===== src/rtl/cpu_pkg.sv =====
// Shared CPU definitions: flow-control encodings and default address width.
package cpu_pkg;

   localparam int unsigned CPU_AW = 8;

   // Flow-control codes as emitted by the decoder; 8..15 decode as "none".
   typedef enum logic [3:0] {
      CT_NONE = 4'd0,
      CT_RET  = 4'd1,
      CT_JUMP = 4'd2,
      CT_CALL = 4'd3,
      CT_JZ   = 4'd4,
      CT_JNZ  = 4'd5,
      CT_JC   = 4'd6,
      CT_JNC  = 4'd7
   } ct_e;

endpackage


===== src/rtl/pc_seq_ctrl_if.sv =====
// Decoder/evaluator-to-sequencer bus: flow-control request in, PC and status out.
interface pc_seq_ctrl_if #(
   parameter int unsigned AW    = 8,
   parameter int unsigned DEPTH = 4
);
   logic                       en;
   logic [3:0]                 contl;
   logic                       tcnd;
   logic [AW-1:0]              target;
   logic [AW-1:0]              pc;
   logic                       flush;
   logic [$clog2(DEPTH):0]     sp;
   logic                       stk_ovf;
   logic                       stk_unf;

   modport master (
      output en, contl, tcnd, target,
      input  pc, flush, sp, stk_ovf, stk_unf
   );

   modport slave (
      input  en, contl, tcnd, target,
      output pc, flush, sp, stk_ovf, stk_unf
   );
endinterface


===== src/rtl/pc_seq_ctrl_ret_stack.sv =====
// Return-address LIFO. Push is ignored when full and pop when empty;
// overflow/underflow policy lives in the caller.
module ret_stack #(
   parameter int unsigned AW    = 8,
   parameter int unsigned DEPTH = 4
) (
   input  logic                   clk,
   input  logic                   rst,
   input  logic                   i_push,
   input  logic                   i_pop,
   input  logic [AW-1:0]          i_data,
   output logic [AW-1:0]          o_top,
   output logic [$clog2(DEPTH):0] o_count,
   output logic                   o_full,
   output logic                   o_empty
);
   localparam int unsigned IW = $clog2(DEPTH);
   localparam int unsigned CW = IW + 1;

   logic [AW-1:0] r_mem [DEPTH];
   logic [CW-1:0] r_count;
   logic [IW-1:0] w_wr_idx;
   logic [IW-1:0] w_rd_idx;

   // DEPTH is a power of two, so the low count bits wrap to the right slot.
   assign w_wr_idx = r_count[IW-1:0];
   assign w_rd_idx = r_count[IW-1:0] - IW'(1);
   assign o_full   = (r_count == CW'(DEPTH));
   assign o_empty  = (r_count == '0);
   assign o_top    = r_mem[w_rd_idx];
   assign o_count  = r_count;

   // Occupancy counter.
   always_ff @(posedge clk) begin
      if (rst) begin
         r_count <= '0;
      end else if (i_push && !o_full) begin
         r_count <= r_count + CW'(1);
      end else if (i_pop && !o_empty) begin
         r_count <= r_count - CW'(1);
      end
   end

   // Storage; contents are don't-care after reset so only the write is gated.
   always_ff @(posedge clk) begin
      if (!rst && i_push && !o_full) begin
         r_mem[w_wr_idx] <= i_data;
      end
   end
endmodule


===== src/rtl/pc_seq_ctrl.sv =====
// Program-counter sequencer: next-PC select, return stack control, flush and
// sticky stack-error flags. All outputs are registered.
module pc_seq_ctrl
   import cpu_pkg::*;
#(
   parameter int unsigned AW    = CPU_AW,
   parameter int unsigned DEPTH = 4
) (
   input logic           clk,
   input logic           rst,
   pc_seq_ctrl_if.slave  bus
);
   logic [AW-1:0]          r_pc;
   logic                   r_flush;
   logic                   r_ovf;
   logic                   r_unf;
   logic [AW-1:0]          w_pc_d;
   logic [AW-1:0]          w_pc_inc;
   logic                   w_flush_d;
   logic                   w_ovf_d;
   logic                   w_unf_d;
   logic                   w_push;
   logic                   w_pop;
   logic [AW-1:0]          w_top;
   logic [$clog2(DEPTH):0] w_count;
   logic                   w_full;
   logic                   w_empty;

   assign w_pc_inc = r_pc + AW'(1);

   ret_stack #(
      .AW    (AW),
      .DEPTH (DEPTH)
   ) u_ret_stack (
      .clk     (clk),
      .rst     (rst),
      .i_push  (w_push),
      .i_pop   (w_pop),
      .i_data  (w_pc_inc),
      .o_top   (w_top),
      .o_count (w_count),
      .o_full  (w_full),
      .o_empty (w_empty)
   );

   // Next-PC select and stack/flag control for the retiring instruction.
   always_comb begin
      w_pc_d    = r_pc;
      w_flush_d = 1'b0;
      w_ovf_d   = r_ovf;
      w_unf_d   = r_unf;
      w_push    = 1'b0;
      w_pop     = 1'b0;
      if (bus.en) begin
         w_pc_d = w_pc_inc;
         if (bus.tcnd) begin
            case (bus.contl)
               CT_RET: begin
                  if (!w_empty) begin
                     w_pc_d    = w_top;
                     w_pop     = 1'b1;
                     w_flush_d = 1'b1;
                  end else begin
                     // Empty-stack RET falls through and does not flush.
                     w_unf_d = 1'b1;
                  end
               end
               CT_CALL: begin
                  w_pc_d    = bus.target;
                  w_flush_d = 1'b1;
                  if (w_full) w_ovf_d = 1'b1;
                  else        w_push  = 1'b1;
               end
               CT_JUMP, CT_JZ, CT_JNZ, CT_JC, CT_JNC: begin
                  w_pc_d    = bus.target;
                  w_flush_d = 1'b1;
               end
               default: ;
            endcase
         end
      end
   end

   // PC, flush and sticky flag registers.
   always_ff @(posedge clk) begin
      if (rst) begin
         r_pc    <= '0;
         r_flush <= 1'b0;
         r_ovf   <= 1'b0;
         r_unf   <= 1'b0;
      end else begin
         r_pc    <= w_pc_d;
         r_flush <= w_flush_d;
         r_ovf   <= w_ovf_d;
         r_unf   <= w_unf_d;
      end
   end

   assign bus.pc      = r_pc;
   assign bus.flush   = r_flush;
   assign bus.sp      = w_count;
   assign bus.stk_ovf = r_ovf;
   assign bus.stk_unf = r_unf;
endmodule

===== src/flat_wrapper.sv =====
// flat-port wrapper written by rule: the top's interface ports become plain ports
module pc_seq_ctrl_flat import cpu_pkg::*;
#(
   parameter int unsigned AW    = CPU_AW,
   parameter int unsigned DEPTH = 4
)
  (clk, rst, bus_en, bus_contl, bus_tcnd, bus_target, bus_pc, bus_flush, bus_sp, bus_stk_ovf, bus_stk_unf);
  pc_seq_ctrl_if #(.AW(AW), .DEPTH(DEPTH)) bus_i ();
  input logic clk;
  input logic rst;
  input wire logic [$bits(bus_i.en)-1:0] bus_en;
  input wire logic [$bits(bus_i.contl)-1:0] bus_contl;
  input wire logic [$bits(bus_i.tcnd)-1:0] bus_tcnd;
  input wire logic [$bits(bus_i.target)-1:0] bus_target;
  output wire logic [$bits(bus_i.pc)-1:0] bus_pc;
  output wire logic [$bits(bus_i.flush)-1:0] bus_flush;
  output wire logic [$bits(bus_i.sp)-1:0] bus_sp;
  output wire logic [$bits(bus_i.stk_ovf)-1:0] bus_stk_ovf;
  output wire logic [$bits(bus_i.stk_unf)-1:0] bus_stk_unf;
  assign bus_i.en = bus_en;
  assign bus_i.contl = bus_contl;
  assign bus_i.tcnd = bus_tcnd;
  assign bus_i.target = bus_target;
  assign bus_pc = bus_i.pc;
  assign bus_flush = bus_i.flush;
  assign bus_sp = bus_i.sp;
  assign bus_stk_ovf = bus_i.stk_ovf;
  assign bus_stk_unf = bus_i.stk_unf;
  pc_seq_ctrl #(.AW(AW), .DEPTH(DEPTH)) u_core (.clk(clk), .rst(rst), .bus(bus_i));
endmodule

===== config.mk =====
export PLATFORM = sky130hd
export DESIGN_NAME = pc_seq_ctrl_flat
export DESIGN_NICKNAME = d
export VERILOG_FILES = /design/src/rtl/cpu_pkg.sv /design/src/rtl/pc_seq_ctrl_if.sv /design/src/rtl/pc_seq_ctrl_ret_stack.sv /design/src/rtl/pc_seq_ctrl.sv /design/src/flat_wrapper.sv
export SDC_FILE = /design/constraint.sdc
export NUM_CORES = 1
export LEC_CHECK = 0
export BUFFER_PORTS_ARGS = -buffer_cell sky130_fd_sc_hd__buf_2
export CORE_MARGIN = 2
export CORE_UTILIZATION = 50
export CTS_BUF_LIST = sky130_fd_sc_hd__clkbuf_4
export CTS_CLUSTER_DIAMETER = 150
export DETAILED_ROUTE_END_ITERATION = 12
export GPL_ROUTABILITY_DRIVEN = 0
export GPL_TIMING_DRIVEN = 0
export PLACE_DENSITY_LB_ADDON = 0.12
export RECOVER_POWER = 50
export SLEW_MARGIN = 0
export SYNTH_ARGS = -nofsm -noshare
export SYNTH_HDL_FRONTEND = slang
export SYNTH_SLANG_ARGS = --single-unit
export TNS_END_PERCENT = 100

===== constraint.sdc =====
create_clock -name clk -period 3.05 [get_ports clk]
set_input_delay 0.61 -clock clk [delete_from_list [all_inputs] [get_ports clk]]
set_output_delay 0.61 -clock clk [all_outputs]
set_load 0.02 [all_outputs]

**Word-level counts from Yosys, hierarchy flattened**

Memories as Yosys holds them, arrays and structs flattened.
Cells that the tools add are included.

- Flip-flop bits (word level): 14
- Memory bits (writable): 32
- Output and inout port bits: 14
- Word-level logic and storage cells: 49
- Memories kept: 1

Memories:

| memory | depth | bits a word | read ports | clocked after memory_dff | write ports | RTL line | source |
|---|---|---|---|---|---|---|---|
| u_core.u_ret_stack.r_mem | 4 | 8 | 1 | 0 | 1 | pc_seq_ctrl_ret_stack.sv:20 | `logic [AW-1:0] r_mem [DEPTH];` |

- $add $sub $neg: 4
- Eq/ne operators: 8
- Multiplexer cells: 16
- Bitwise operators: 2
- Reductions and logical operators: 13

Operator list:

| operator | count |
|---|---|
| 4-bit by 3-bit == test with 1-bit output (second input constant) | 4 |
| 8-bit two-way mux | 2 |
| 8-bit one-hot mux with 2 select lines | 1 |
| 1-bit two-way mux | 10 |
| 8-bit by 1-bit adder with 8-bit output (second input constant) | 1 |
| 4-bit by 2-bit == test with 1-bit output (second input constant) | 2 |
| 4-bit AND reduction | 2 |
| 3-bit two-way mux | 2 |
| 6-bit OR reduction | 1 |
| 4-bit by 1-bit == test with 1-bit output (second input constant) | 1 |
| 1-bit logical AND | 4 |
| 3-bit by 1-bit adder with 3-bit output (second input constant) | 1 |
| 3-bit == test (second input constant) | 1 |
| 1-bit zero test | 3 |
| 3-bit zero test | 1 |
| 3-bit OR reduction | 1 |
| 3-bit by 1-bit subtractor with 3-bit output (second input constant) | 1 |
| 1-bit NOT | 2 |
| 1-bit one-hot mux with 2 select lines | 1 |
| 2-bit nonzero test | 1 |
| 2-bit by 1-bit subtractor with 2-bit output (second input constant) | 1 |

**Logic depth before layout (Yosys ltp)**

Gate-level depths: netlist of run 1.

- Depth after elaboration: 9
- Depth in mapped cells: 9
- Depth with buffers taken out: 8

**By module**

A second synthesis of run 1 with hierarchy kept.

- Cell total of the unflattened synthesis: 183
- Area, all modules: 2,259.7 µm²

By module, submodules not included:

| module | times used | cells each | area each (µm²) | seq. area each (µm²) |
|---|---|---|---|---|
| ret_stack | 1 | 79 | 1,476.4 | 1,021.0 |
| pc_seq_ctrl | 1 | 104 | 783.3 | 220.2 |

**Worst setup path after synthesis of run 1**

OpenSTA, ideal clock, no wires.

- Path kind: reg-to-reg
- Start point: register u_core.u_ret_stack.r_count[0] (netlist: u_core.u_ret_stack.o_count[0])
- End point: register u_core.u_ret_stack.r_count[2] (netlist: u_core.u_ret_stack.o_count[2])
- Library setup time: 121 ps
- Arrival: 2,240 ps
- Required time: 2,929 ps
- Slack: 690 ps
- Stages on the path, launching flop included: 10
- Clock period less this slack: 2,360 ps
- Cells stage by stage: dfxtp_1 buf_6 inv_1 ha_1 nand2_1 and3_1 inv_1 fa_1 mux2i_1 mux2_2

- Longest elaborated chain between the ends: 7
- Elaborated cells between the ends (all ways): 19
- Those cells by class: 2 x add/sub; 1 x eq/ne; 10 x mux; 6 x reduce/logical

RTL lines:

| what | RTL line | source |
|---|---|---|
| start: declaration | pc_seq_ctrl_ret_stack.sv:21 | `logic [CW-1:0] r_count;` |
| start signal: assignment | pc_seq_ctrl_ret_stack.sv:38 | `r_count <= r_count + CW'(1);` |
| start signal: assignment | pc_seq_ctrl_ret_stack.sv:40 | `r_count <= r_count - CW'(1);` |
| 3-bit == test / 3-bit zero test (equally long branches) | pc_seq_ctrl_ret_stack.sv:28, pc_seq_ctrl_ret_stack.sv:29 |  |
| 1-bit two-way mux (on tied branches) | pc_seq_ctrl.sv:71, pc_seq_ctrl.sv:59 |  |
| 1-bit two-way mux | pc_seq_ctrl.sv:57 | `case (bus.contl)` |
| 1-bit two-way mux | pc_seq_ctrl.sv:56 | `if (bus.tcnd) begin` |
| 1-bit two-way mux | pc_seq_ctrl.sv:54 | `if (bus.en) begin` |
| 1-bit logical AND (on tied branches) | pc_seq_ctrl_ret_stack.sv:37, pc_seq_ctrl_ret_stack.sv:39 |  |
| 3-bit two-way mux / 2-bit nonzero test (equally long branches) | -- |  |

Parallel ways exist; a longest one is shown, timed or not. The select of a mux whose other input is x is not followed.
A chain may end at the register's enable or synchronous reset.

**Final worst setup path of run 1**

- Start point: register u_core.u_ret_stack.r_count[0] (netlist: u_core.u_ret_stack.o_count[0])
- End point: memory u_core.u_ret_stack.r_mem[3][5], enable pin

- Longest elaborated chain between the ends: 9
- Elaborated cells between the ends (all ways): 10
- Those cells by class: 1 x eq/ne; 6 x mux; 3 x reduce/logical

RTL lines:

| what | RTL line | source |
|---|---|---|
| 3-bit == test | pc_seq_ctrl_ret_stack.sv:28 | `assign o_full = (r_count == CW'(DEPTH));` |
| 1-bit two-way mux | pc_seq_ctrl.sv:71 | `if (w_full) w_ovf_d = 1'b1;` |
| 1-bit two-way mux | pc_seq_ctrl.sv:57 |  |
| 1-bit two-way mux | pc_seq_ctrl.sv:56 |  |
| 1-bit two-way mux | pc_seq_ctrl.sv:54 |  |
| 1-bit logical AND (2 in a row) | pc_seq_ctrl_ret_stack.sv:46 | `if (!rst && i_push && !o_full) begin` |
| 1-bit two-way mux | pc_seq_ctrl_ret_stack.sv:46 |  |
| 1-bit two-way mux (implied by the code) | pc_seq_ctrl_ret_stack.sv:47 | `r_mem[w_wr_idx] <= i_data;` |
| end: declaration | pc_seq_ctrl_ret_stack.sv:20 |  |

Parallel ways exist; a longest one is shown, timed or not.

==> results of run 1 <==
==> power by group through the flow <==
stage	clock network, mW	registers, mW	logic, mW
after floorplan	0	0.712	0.0635
after global placement	0	0.704	0.108
after detailed placement	0	0.704	0.111
after CTS	0.287	0.690	0.112
after global routing	0.316	0.692	0.120
final	0.285	0.691	0.110
==> layer usage <==
| metal | vias up | GRT usage |
|---|---|---|
| li1 | 729 | - |
| met1 | 752 | 0.282 |
| met2 | 70 | 0.328 |
| met3 | 17 | 0.0556 |
| met4 | 0 | 0.132 |
| met5 | - | 0 |
==> final cells by class <==
class / instances / area, sq um / share of cell area
repair buffers: 28 / 125 / 0.0502
clock inverters: 2 / 8.76 / 0.00351
well taps: 52 / 65.1 / 0.0261
clock buffers: 6 / 45.0 / 0.0181
inverters: 8 / 30.0 / 0.0120
multi-input cells: 109 / 906 / 0.363
plain buffers: 6 / 73.8 / 0.0296
flip-flops and latches: 46 / 1240 / 0.497
==> cell usage in the layout (no fill, tap or decap), types with 2 or more instances in the layout <==
master / count
o21ai_0: 4
a21oi_1: 4
dfxtp_1: 14
mux2i_1: 2
a31oi_1: 2
inv_1: 7
ha_1: 5
nand2_1: 5
a211oi_1: 5
clkinv_1: 2
or2_2: 3
edfxtp_1: 32
o22ai_1: 4
nor3_1: 8
mux4_2: 5
xnor2_1: 2
a221oi_1: 5
clkbuf_1: 12
o21a_1: 3
nor2b_1: 2
nand3_1: 5
clkbuf_4: 6
clkbuf_8: 4
buf_2: 16
nor2_1: 12
and2_1: 5
mux4_1: 3
nand2b_1: 3
==> worst paths after layout <==
kind	end	slack, ns	cells after the start
worst max-delay path	u_core.u_ret_stack.r_mem[3][5]	0.56	8
worst min register to register	u_core.bus.stk_ovf	0.50	2
worst max register to register	u_core.u_ret_stack.r_mem[3][5]	0.56	8
worst min-delay path	u_core.bus.pc[0]	0.48	2
==> state kept, by name, indices dropped and copies added (netlist names) <==
register	flops
u_core.u_ret_stack.o_count	3
u_core.bus.flush	1
u_core.bus.stk_ovf	1
u_core.bus.stk_unf	1
u_core.bus.pc	8
u_core.u_ret_stack.r_mem	32
==> cells by family (layout without fill, tap and decap cells) <==
group / after synthesis / in the layout / share of synthesized area
DFF: 46 / 46 / 0.551
buffers and inverters: 14 / 50 / 0.0461
AOI/OAI and AO/OA: 35 / 35 / 0.113
xor gates and xnor gates: 3 / 3 / 0.0117
and+or+nand+nor: 54 / 54 / 0.142
adders and majority gates: 6 / 6 / 0.0367
muxes: 11 / 11 / 0.0989
==> worst max-delay path, delay by kind of cell (launching register included) <==
family	cells	cell delay (ns)
adder cells (fa/ha/maj)	1	0.26
buffers and inverters	3	0.43
flip-flops	1	0.47
AND/OR/NAND/NOR	4	0.96
==> summary.txt, run 1 <==
Clock network
  • Cts hold-fix bufs: 0
  • Clock transition at path regs: 0.14 ns
  • Clk buf depth: 2
  • Setup Fix Bufs, Post-CTS: 0
  • CTS H-tree depth: 2
  • Clk sinks: 46
  • CTS buffer count: 5
  • Post-CTS sizing: 0
  • Worst-Skew Late Latency: 0.36 ns
  • Root buffer selected by CTS: clkbuf_4
  • CTS tree: done

Finish
  • Diode count: 0
  • Finished Layout Cells: 257
  • Layout cells sized above 1: 0.224
  • # fillers: between 300 and 400
  • Nets: 226
  • Final instance area: 2490 sq um
  • Final design utilization: 0.573
  • Area delta synth->final: 10.8%

Timing
  • Final Hold Vio Count: 0
  • Crit path time final: 2.49 ns
  • Worst-margin pin slew: around 0.68 ns
  • Tcrit/Tclk final: 0.817
  • PnR worst setup slack: 0.557 ns
  • Unrepaired setup endpoints after global routing: false
  • Final setup fails: 0
  • Peak Freq: 401 MHz
  • Slew margin rel.: 0.547
  • Setup TNS Final: 0 ns
  • Clock skew: roughly 0.018 ns
  • Hold slack: 0.481 ns
  • Final Max Tran Viols: 0

Placed design
  • Detailed Place HPWL: 3.50 mm
  • Worst slack, placed: 0.554 ns
  • Placed inst area: about 2500 sq um
  • I/O Buffers: 28
  • Inst Count DP: approximately 250

Setup path
  • CP Data Required Time: 3.05 ns
  • Startpoint Class: flop
  • Crit path max-delay cell type: and2_1
  • CP arrival: 2.49 ns
  • Crit Path Max Fanout: 10
  • CP cell instances: buf_6 > inv_1 > ha_1 > nand2_1 > and3_1 > inv_1 > nor2_1 > and2_1
  • Reg-to-reg startpoint: u_core.u_ret_stack.o_count[0]
  • Critical Path Max Stage Delay: 0.49 ns
  • CP dominant cell by count: inv_1
  • Setup CP Type: flop to flop
  • CP startpoint: u_core.u_ret_stack.o_count[0]
  • CP endpoint kind: flop

Min path
  • HP Start: rst
  • Min-delay worst type: input port to flop

Run status
  • Run status: finished, final reports clean

Pwr
  • Combinational share of power: 0.101
  • Pwr/cell area: 435 nW/um^2
  • Switching Fraction: 0.246
  • Worst vdd ir: just under 0.3 mV
  • Switch Pwr: 267 uW
  • Flop pwr share: 0.636
  • Share of total power in the clock network: 0.262
  • Power Total: 1.09 mW
  • Internal power: 819 uW
  • P_leak: 0.854 nW

Detailed routing
  • Met2 Wirelength: 2.33 mm
  • M1 wire length: 2.14 mm
  • Remaining DRCs: 0
  • DR iter-0 viols: 64
  • Drt wl/cell: just under 20 microns
  • DR WL met3: 362 microns
  • Top Layer Used: met4
  • Final antenna-violating net count: 0
  • Via count: 1,568
  • Drt first pass iters: 4
  • Final wirelength: 5.05 mm
  • Vias/cell: 6.10

Logic synthesis
  • Synth area leaders: edfxtp_1 (43%), dfxtp_1 (12%), mux4_2 (5.0%)
  • Synth Area per Inst: 13.3 sq um
  • Count leader, synth: edfxtp_1
  • Post-synthesis register bit count: between 40 and 50
  • Share of the synthesized area in the top cell type: 0.427
  • Sequential area share after synthesis: 0.551
  • Commonest cells post-synth: edfxtp_1 (32), dfxtp_1 (14), nor2_1 (12)
  • Post-Syn Instances: 169
  • Syn Std Cell Area: 2250 sq um
  • Post-synth EDFFs: 32
  • Area leader, netlist: edfxtp_1
  • Yosys warnings: 0
  • Syn_nets: 191
  • Ys async rst share: 0
  • Yosys cell types: 49
  • Top FF cell, synth: edfxtp_1

Floorplanning
  • Initial core utilization: 0.517
  • Die X: a little over 70 microns
  • Top Ports: 30
  • Die height: 71.1 microns
  • Num rows: 24
  • Core Region: 4350 sq um
  • Die area: 5050 sq um

GRT
  • Grt ovf: 0
  • Pin count of the biggest net entering global routing: 14
  • Vias in the first global route: 1,612
  • First-pass GRT wire length: roughly 8.2 mm
  • Total track usage: 0.217
  • Initial antenna violation count: 0

Run
  • Max_cap viols: 0
Note: power is estimated with default switching activity, not from simulation.
==> run 2, diff against run 1 <==
--- a/config.mk
+++ b/config.mk
@@ -5,6 +5,7 @@
 export SDC_FILE = /design/constraint.sdc
 export NUM_CORES = 1
 export LEC_CHECK = 0
+export ABC_AREA = 1
 export BUFFER_PORTS_ARGS = -buffer_cell sky130_fd_sc_hd__buf_2
 export CORE_MARGIN = 2
 export CORE_UTILIZATION = 50
==> constraint.sdc (replaced) <==
create_clock -name clk -period 2.2 [get_ports clk]
set_input_delay 0.44 -clock clk [delete_from_list [all_inputs] [get_ports clk]]
set_output_delay 0.44 -clock clk [all_outputs]
set_load 0.02 [all_outputs]
==> run 2 against run 1 <==
Net effect:
- utilization rose by 0.070 points
- fmax rose by 14%
- total power rose by 38%
- largest cell class unchanged
- worst setup slack got worse by 0.55 ns
- hold slack got worse by 0.18 ns
- sequential share of layout area fell by 3.2 points
- highest routed layer unchanged
- clock power rose by 34%
- routed wire length fell by 3.3%
- cell area rose by 7.2%
- first-iteration DRC count rose by 89%
==> summary.txt, run 2 <==
Logic synthesis
  • Share of the synthesized area in the top cell type: 0.404
  • Top FF cell, synth: edfxtp_1
  • Synth Area in Adders: 0.0347
  • Synth area leaders: edfxtp_1 (40%), nand2_1 (14%), dfxtp_1 (12%)
  • Area leader, netlist: edfxtp_1
  • Post-synthesis mux area share: 0
  • Sequential area share after synthesis: 0.522
  • Syn Std Cell Area: 2380 sq um
  • Simple-Gate Fraction of Synth Area: 0.269
  • Syn_nets: 303
  • Ys async rst share: 0
  • Commonest cells post-synth: nand2_1 (90), inv_1 (37), edfxtp_1 (32)
  • Yosys warnings: 0
  • Synth Area per Inst: 8.47 sq um
  • Post-synthesis compound-gate area fraction: 0.0673
  • Yosys cell types: 28
  • XOR/XNOR share of the synthesized area: 0.0179
  • Count leader, synth: nand2_1
  • Post-Syn Instances: 281
  • Post-synth EDFFs: 32
  • Post-synthesis register bit count: between 40 and 50
  • Main combinational cell family by area after synthesis: simple AND/OR/NAND/NOR gates

Pwr
  • Power Total: 1.50 mW
  • Combinational share of power: 0.107
  • Flop pwr share: 0.638
  • P_leak: 1.22 nW
  • Share of total power in the clock network: 0.256
  • Worst vdd ir: about 0.32 mV
  • Pwr/cell area: approximately 560 nW/um^2
  • Switching Fraction: 0.255
  • Internal power: 1.12 mW
  • Switch Pwr: 382 uW

Floorplanning
  • Die area: 5330 sq um
  • Die height: between 70 and 80 microns
  • Num rows: 25
  • Top Ports: 30
  • Initial core utilization: 0.511
  • Core Region: ~4700 sq um
  • Die X: roughly 73 microns

Detailed routing
  • Remaining DRCs: 0
  • Vias/cell: 4.79
  • Final antenna-violating net count: 0
  • Drt first pass iters: 4
  • Drt wl/cell: 13.0 microns
  • Via count: around 1,800
  • DR iter-0 viols: 121
  • Final wirelength: slightly below 5 mm

Clock network
  • Root buffer selected by CTS: clkbuf_4
  • Clock transition at path regs: 0.13 ns
  • Worst-Skew Late Latency: 0.35 ns
  • CTS tree: done
  • Clk sinks: 46
  • Clk buf depth: 2
  • CTS H-tree depth: 2
  • CTS buffer count: 5

Setup path
  • CP dominant cell by count: buf_8
  • Crit Path Max Fanout: 11
  • Setup CP Type: flop to flop
  • CP endpoint kind: flop
  • CP arrival: 2.20 ns
  • Crit path max-delay cell type: nor2_2
  • CP Data Required Time: 2.21 ns
  • CP cell instances: buf_8 > inv_6 > buf_8 > ha_1 > nand2_1 > inv_1 > nor2_4 > nand3_1 > nor2_2
  • Startpoint Class: flop
  • Critical Path Max Stage Delay: 0.48 ns

Finish
  • Layout cells sized above 1: 0.202
  • Biggest register: u_core.u_ret_stack.r_mem
  • Most common cell after layout, fill and taps aside: nand2_1
  • Max reg flops: 32
  • Nets: 342
  • Finished Layout Cells: 375
  • Area delta synth->final: 12.4%
  • Final design utilization: 0.574
  • Most frequent cells in the layout: nand2_1 (89), inv_1 (36), edfxtp_1 (32), buf_2 (26), nor2_1 (24)
  • Diode count: 0

Timing
  • Crit path time final: 2.19 ns
  • Peak Freq: 456 MHz
  • Final setup fails: 0
  • Hold slack: 0.299 ns
  • Final Max Tran Viols: 0
  • Final Hold Vio Count: 0
  • Tcrit/Tclk final: 0.996
  • Slew margin rel.: 0.660
  • Clock skew: approximately 0.0050 ns
  • Worst-margin pin slew: between 0.5 and 0.6 ns
  • PnR worst setup slack: 0.00795 ns
  • Unrepaired setup endpoints after global routing: true

Placed design
  • Detailed Place HPWL: 3.54 mm
  • Worst slack, placed: -0.256 ns
  • I/O Buffers: 29
  • Inst Count DP: 364

Run status
  • Run status: finished, final reports clean

GRT
  • Total track usage: 0.205
  • Initial antenna violation count: 0
  • Pin count of the biggest net entering global routing: 15
  • Vias in the first global route: about 1,700
  • First-pass GRT wire length: 8.13 mm
  • Grt ovf: 0

Run
  • Max_cap viols: 0

Min path
  • Min-delay worst type: input port to flop
[run 2: changes by cell type in the layout (fill, tap and decap cells not counted), moves of 8 or more]
cell,change
inv_1,+29
nand3_1,+12
nand2_1,+84
buf_2,+10
a21oi_1,+11
nor2_1,+12
nor3_1,-8
[run 2: area by class of cell]
type / instances / area (sq um)
plain buffers: 6 / 65.1
clock buffers: 5 / 37.5
clock inverters: 3 / 16.3
fillers: 431 / 1990
inverters: 39 / 151
multi-input cells: 190 / 928
flip-flops and latches: 46 / 1240
well taps: 54 / 67.6
repair buffers: 32 / 163
[run 2: what timing repair did]
| action | CTS | global route |
|---|---|---|
| setup endpoints to repair | 33 | 33 |
| hold buffers | 0 | 0 |
| resized for setup | 6 | 4 |
| cloned | 0 | 0 |
| buffers inserted | 3 | 0 |
| pin swaps | 1 | 2 |
[run 2: path summary, 6_finish.rpt]
kind | from | endpoint | slack, ns | depth (start not counted)
setup reg to reg | u_core.u_ret_stack.o_count[0] | u_core.u_ret_stack.r_mem[0][6] | 0.008 | 9
hold / removal | rst | u_core.bus.stk_ovf | 0.30 | 2
hold reg to reg | u_core.bus.stk_ovf | u_core.bus.stk_ovf | 0.48 | 2
setup / recovery | u_core.u_ret_stack.o_count[0] | u_core.u_ret_stack.r_mem[0][6] | 0.008 | 9
[run 2: power groups by stage]
stage               combinational, mW  clock [mW]  sequential, mW
CTS                             0.161       0.390           0.956
floorplan                      0.0880           0           0.989
finish                          0.160       0.383           0.955
global route                    0.181       0.440           0.958
detailed placement              0.158           0           0.976
global placement                0.155           0           0.976
[run 2: kinds of logic (layout without fill, tap and decap cells)]
| logic type | count (synthesis) | in the layout |
|---|---|---|
| xor+xnor | 4 | 4 |
| simple gates | 150 | 150 |
| compound gates | 30 | 30 |
| flops | 46 | 46 |
| buf+inv | 45 | 85 |
| fa+ha+maj | 6 | 6 |
[run 2: stage by stage]
step	instance area (sq um)	setup TNS, ns
CTS	2690	0
finish	2670	0
detailed placement	2600	-7.24
floorplan	2380	0
global placement	2600	-8.26
global route	2670	-3.53
[run 2: per-layer routing]
metal	part of all wire	vias up	wire (microns)	track usage
met5	0	-	0	0
met4	0.013	0	65	0.0617
li1	-	965	-	-
met3	0.035	5	169	0.0387
met2	0.48	32	2360	0.327
met1	0.47	794	2290	0.285
[run 2: worst max-delay path, delay by kind of cell (launching register included)]
family                   cells  cell delay (ns)
adder cells (fa/ha/maj)      1             0.22
buffers and inverters        4             0.36
flip-flops                   1             0.38
AND/OR/NAND/NOR              4             0.89
==> run 3, diff against run 2 <==
--- a/config.mk
+++ b/config.mk
@@ -16,6 +16,7 @@
 export GPL_TIMING_DRIVEN = 0
 export PLACE_DENSITY_LB_ADDON = 0.12
 export RECOVER_POWER = 50
+export REMOVE_ABC_BUFFERS = 1
 export SLEW_MARGIN = 0
 export SYNTH_ARGS = -nofsm -noshare
 export SYNTH_HDL_FRONTEND = slang
==> run 3 against run 2 <==
Net effect:
- die area unchanged
- fmax up 11%
- global-route usage is 0.33 points lower
- routed wire length fell by 0.68%
- clock skew rose by 0.0075 ns
- count of clock-buffer cells in the layout is the same
- non-clock buffer count fell by 7
- cell area decreased by 2.4%
- first-iteration DRC count stayed put
- critical path depth rose by 4
- combinational power down 4%
- critical path type unchanged
- critical endpoint is now u_core.u_ret_stack.o_count[2]
==> summary.txt, run 3 (synthesis results as in run 2) <==
Run
  • Max_cap viols: 0

Floorplanning
  • Top Ports: 30
  • Num rows: 25
  • Core Region: between 4000 and 5000 sq um
  • Die area: 5330 sq um
  • Die height: 73.0 microns
  • Die X: around 73 microns
  • Initial core utilization: 0.511

Clock network
  • CTS tree: done
  • CTS buffer count: 5
  • Worst-Skew Late Latency: about 0.37 ns
  • Root buffer selected by CTS: clkbuf_4
  • CTS H-tree depth: 2
  • Clock transition at path regs: roughly 0.14 ns
  • Clk buf depth: 2
  • Clk sinks: 46
  • Cts hold-fix bufs: 0

Timing
  • Worst-margin pin slew: 0.526 ns
  • Slew margin rel.: 0.648
  • Unrepaired setup endpoints after global routing: false
  • PnR worst setup slack: 0.221 ns
  • Crit path time final: 1.98 ns
  • Final Hold Vio Count: 0
  • Final Max Tran Viols: 0
  • Peak Freq: 505 MHz
  • Final setup fails: 0
  • Clock skew: 0.0126 ns
  • Tcrit/Tclk final: 0.899

Finish
  • Area delta synth->final: 9.67%
  • Final design utilization: 0.560
  • Max reg flops: 32
  • Most frequent cells in the layout: nand2_1 (90), inv_1 (37), edfxtp_1 (32), nor2_1 (24), buf_2 (18)
  • Nets: 335
  • Diode count: 0
  • Layout cells sized above 1: 0.166
  • Most common cell after layout, fill and taps aside: nand2_1
  • Biggest register: u_core.u_ret_stack.r_mem

Detailed routing
  • Via count: 1,809
  • Final wirelength: 4.85 mm
  • Drt first pass iters: 4
  • DR iter-0 viols: 121
  • Vias/cell: 4.92
  • Remaining DRCs: 0
  • Final antenna-violating net count: 0
  • Drt wl/cell: ~13 microns

Placed design
  • Detailed Place HPWL: around 3.4 mm
  • I/O Buffers: 29
  • Worst slack, placed: -0.834 ns

Min path
  • Min-delay worst type: input port to flop

GRT
  • Total track usage: 0.202
  • Vias in the first global route: 1,598
  • GR Layer Usage met2: 0.301
  • Pin count of the biggest net entering global routing: 19
  • Grt ovf: 0
  • Met1 Usage GRT: 0.296
  • Initial antenna violation count: 0
  • First-pass GRT wire length: 8.00 mm
  • GR Layer Usage met3: 0.0414
  • Top Usage Layer GRT: met2

Setup path
  • CP endpoint kind: flop
  • CP arrival: 2.26 ns
  • Crit Path Max Fanout: 18
  • Setup CP Type: flop to flop
  • Startpoint Class: flop
  • CP Data Required Time: 2.48 ns

Run status
  • Run status: finished, final reports clean

Pwr
  • P_leak: 1.17 nW
  • Pwr/cell area: slightly above 600 nW/um^2
  • Worst vdd ir: 0.320 mV
## run 3: worst max-delay path, cell delays in order, from the launching register on
cell	delay (ns)
dfxtp_4	0.39
inv_6	0.07
ha_1	0.23
nand2_1	0.09
inv_1	0.05
nor2_2	0.13
nand2_1	0.13
fa_1	0.37
inv_1	0.08
nand4_1	0.09
nand2_1	0.09
nand3_1	0.07
nand2_1	0.06
nor2_1	0.04
## run 3: timing repair
action / in CTS / in global routing
resized for setup: 6 / 3
gates cloned: 0 / 0
endpoints found under the setup margin: 43 / 33
setup buffers: 2 / 0
## run 3: worst paths after layout
path / startpoint / end / slack [ns] / cells after the start
setup / recovery: u_core.u_ret_stack.o_count[0] / u_core.u_ret_stack.o_count[2] / 0.22 / 13
hold / removal: rst / u_core.bus.stk_ovf / 0.28 / 2
setup reg to reg: u_core.u_ret_stack.o_count[0] / u_core.u_ret_stack.o_count[2] / 0.22 / 13
hold reg to reg: u_core.bus.stk_unf / u_core.bus.stk_unf / 0.48 / 2
## run 3: metal layers
layer  share of wire  vias to the layer above
met5               0                        -
met2            0.45                       34
li1                -                      954
met4           0.017                        0
met1            0.49                      814
met3           0.037                        7
## run 3: report_power, final
group | internal (mW) | switching (mW) | leakage (nW)
clock | 0.236 | 0.271 | 0.0450
combinational | 0.0480 | 0.105 | 0.714
sequential | 0.940 | 0.0139 | 0.408
total | 1.22 | 0.390 | 1.17
## run 3: cell type report
cell class / instances / area, sq um
Fill cell: 434 / 2050
Clock buffer: 5 / 37.5
Inverter: 39 / 151
Multi-Input combinational cell: 190 / 918
Sequential cell: 46 / 1250
Clock inverter: 3 / 40.0
Timing Repair Buffer: 31 / 146
Tap cell: 54 / 67.6
## run 3: stage by stage
stage          area, sq um  power [mW]  TNS, ns  hold slack [ns]  instances
2_1_floorplan         2320        1.07    -7.97            0.512        275
3_5_place_dp          2530        1.13   -31.05            0.444        358
6_report              2610        1.61        0            0.280        368
3_3_place_gp          2530        1.13   -30.67            0.446        358
4_1_cts               2640        1.62        0            0.283        368
5_1_grt               2610        1.68        0            0.275        368
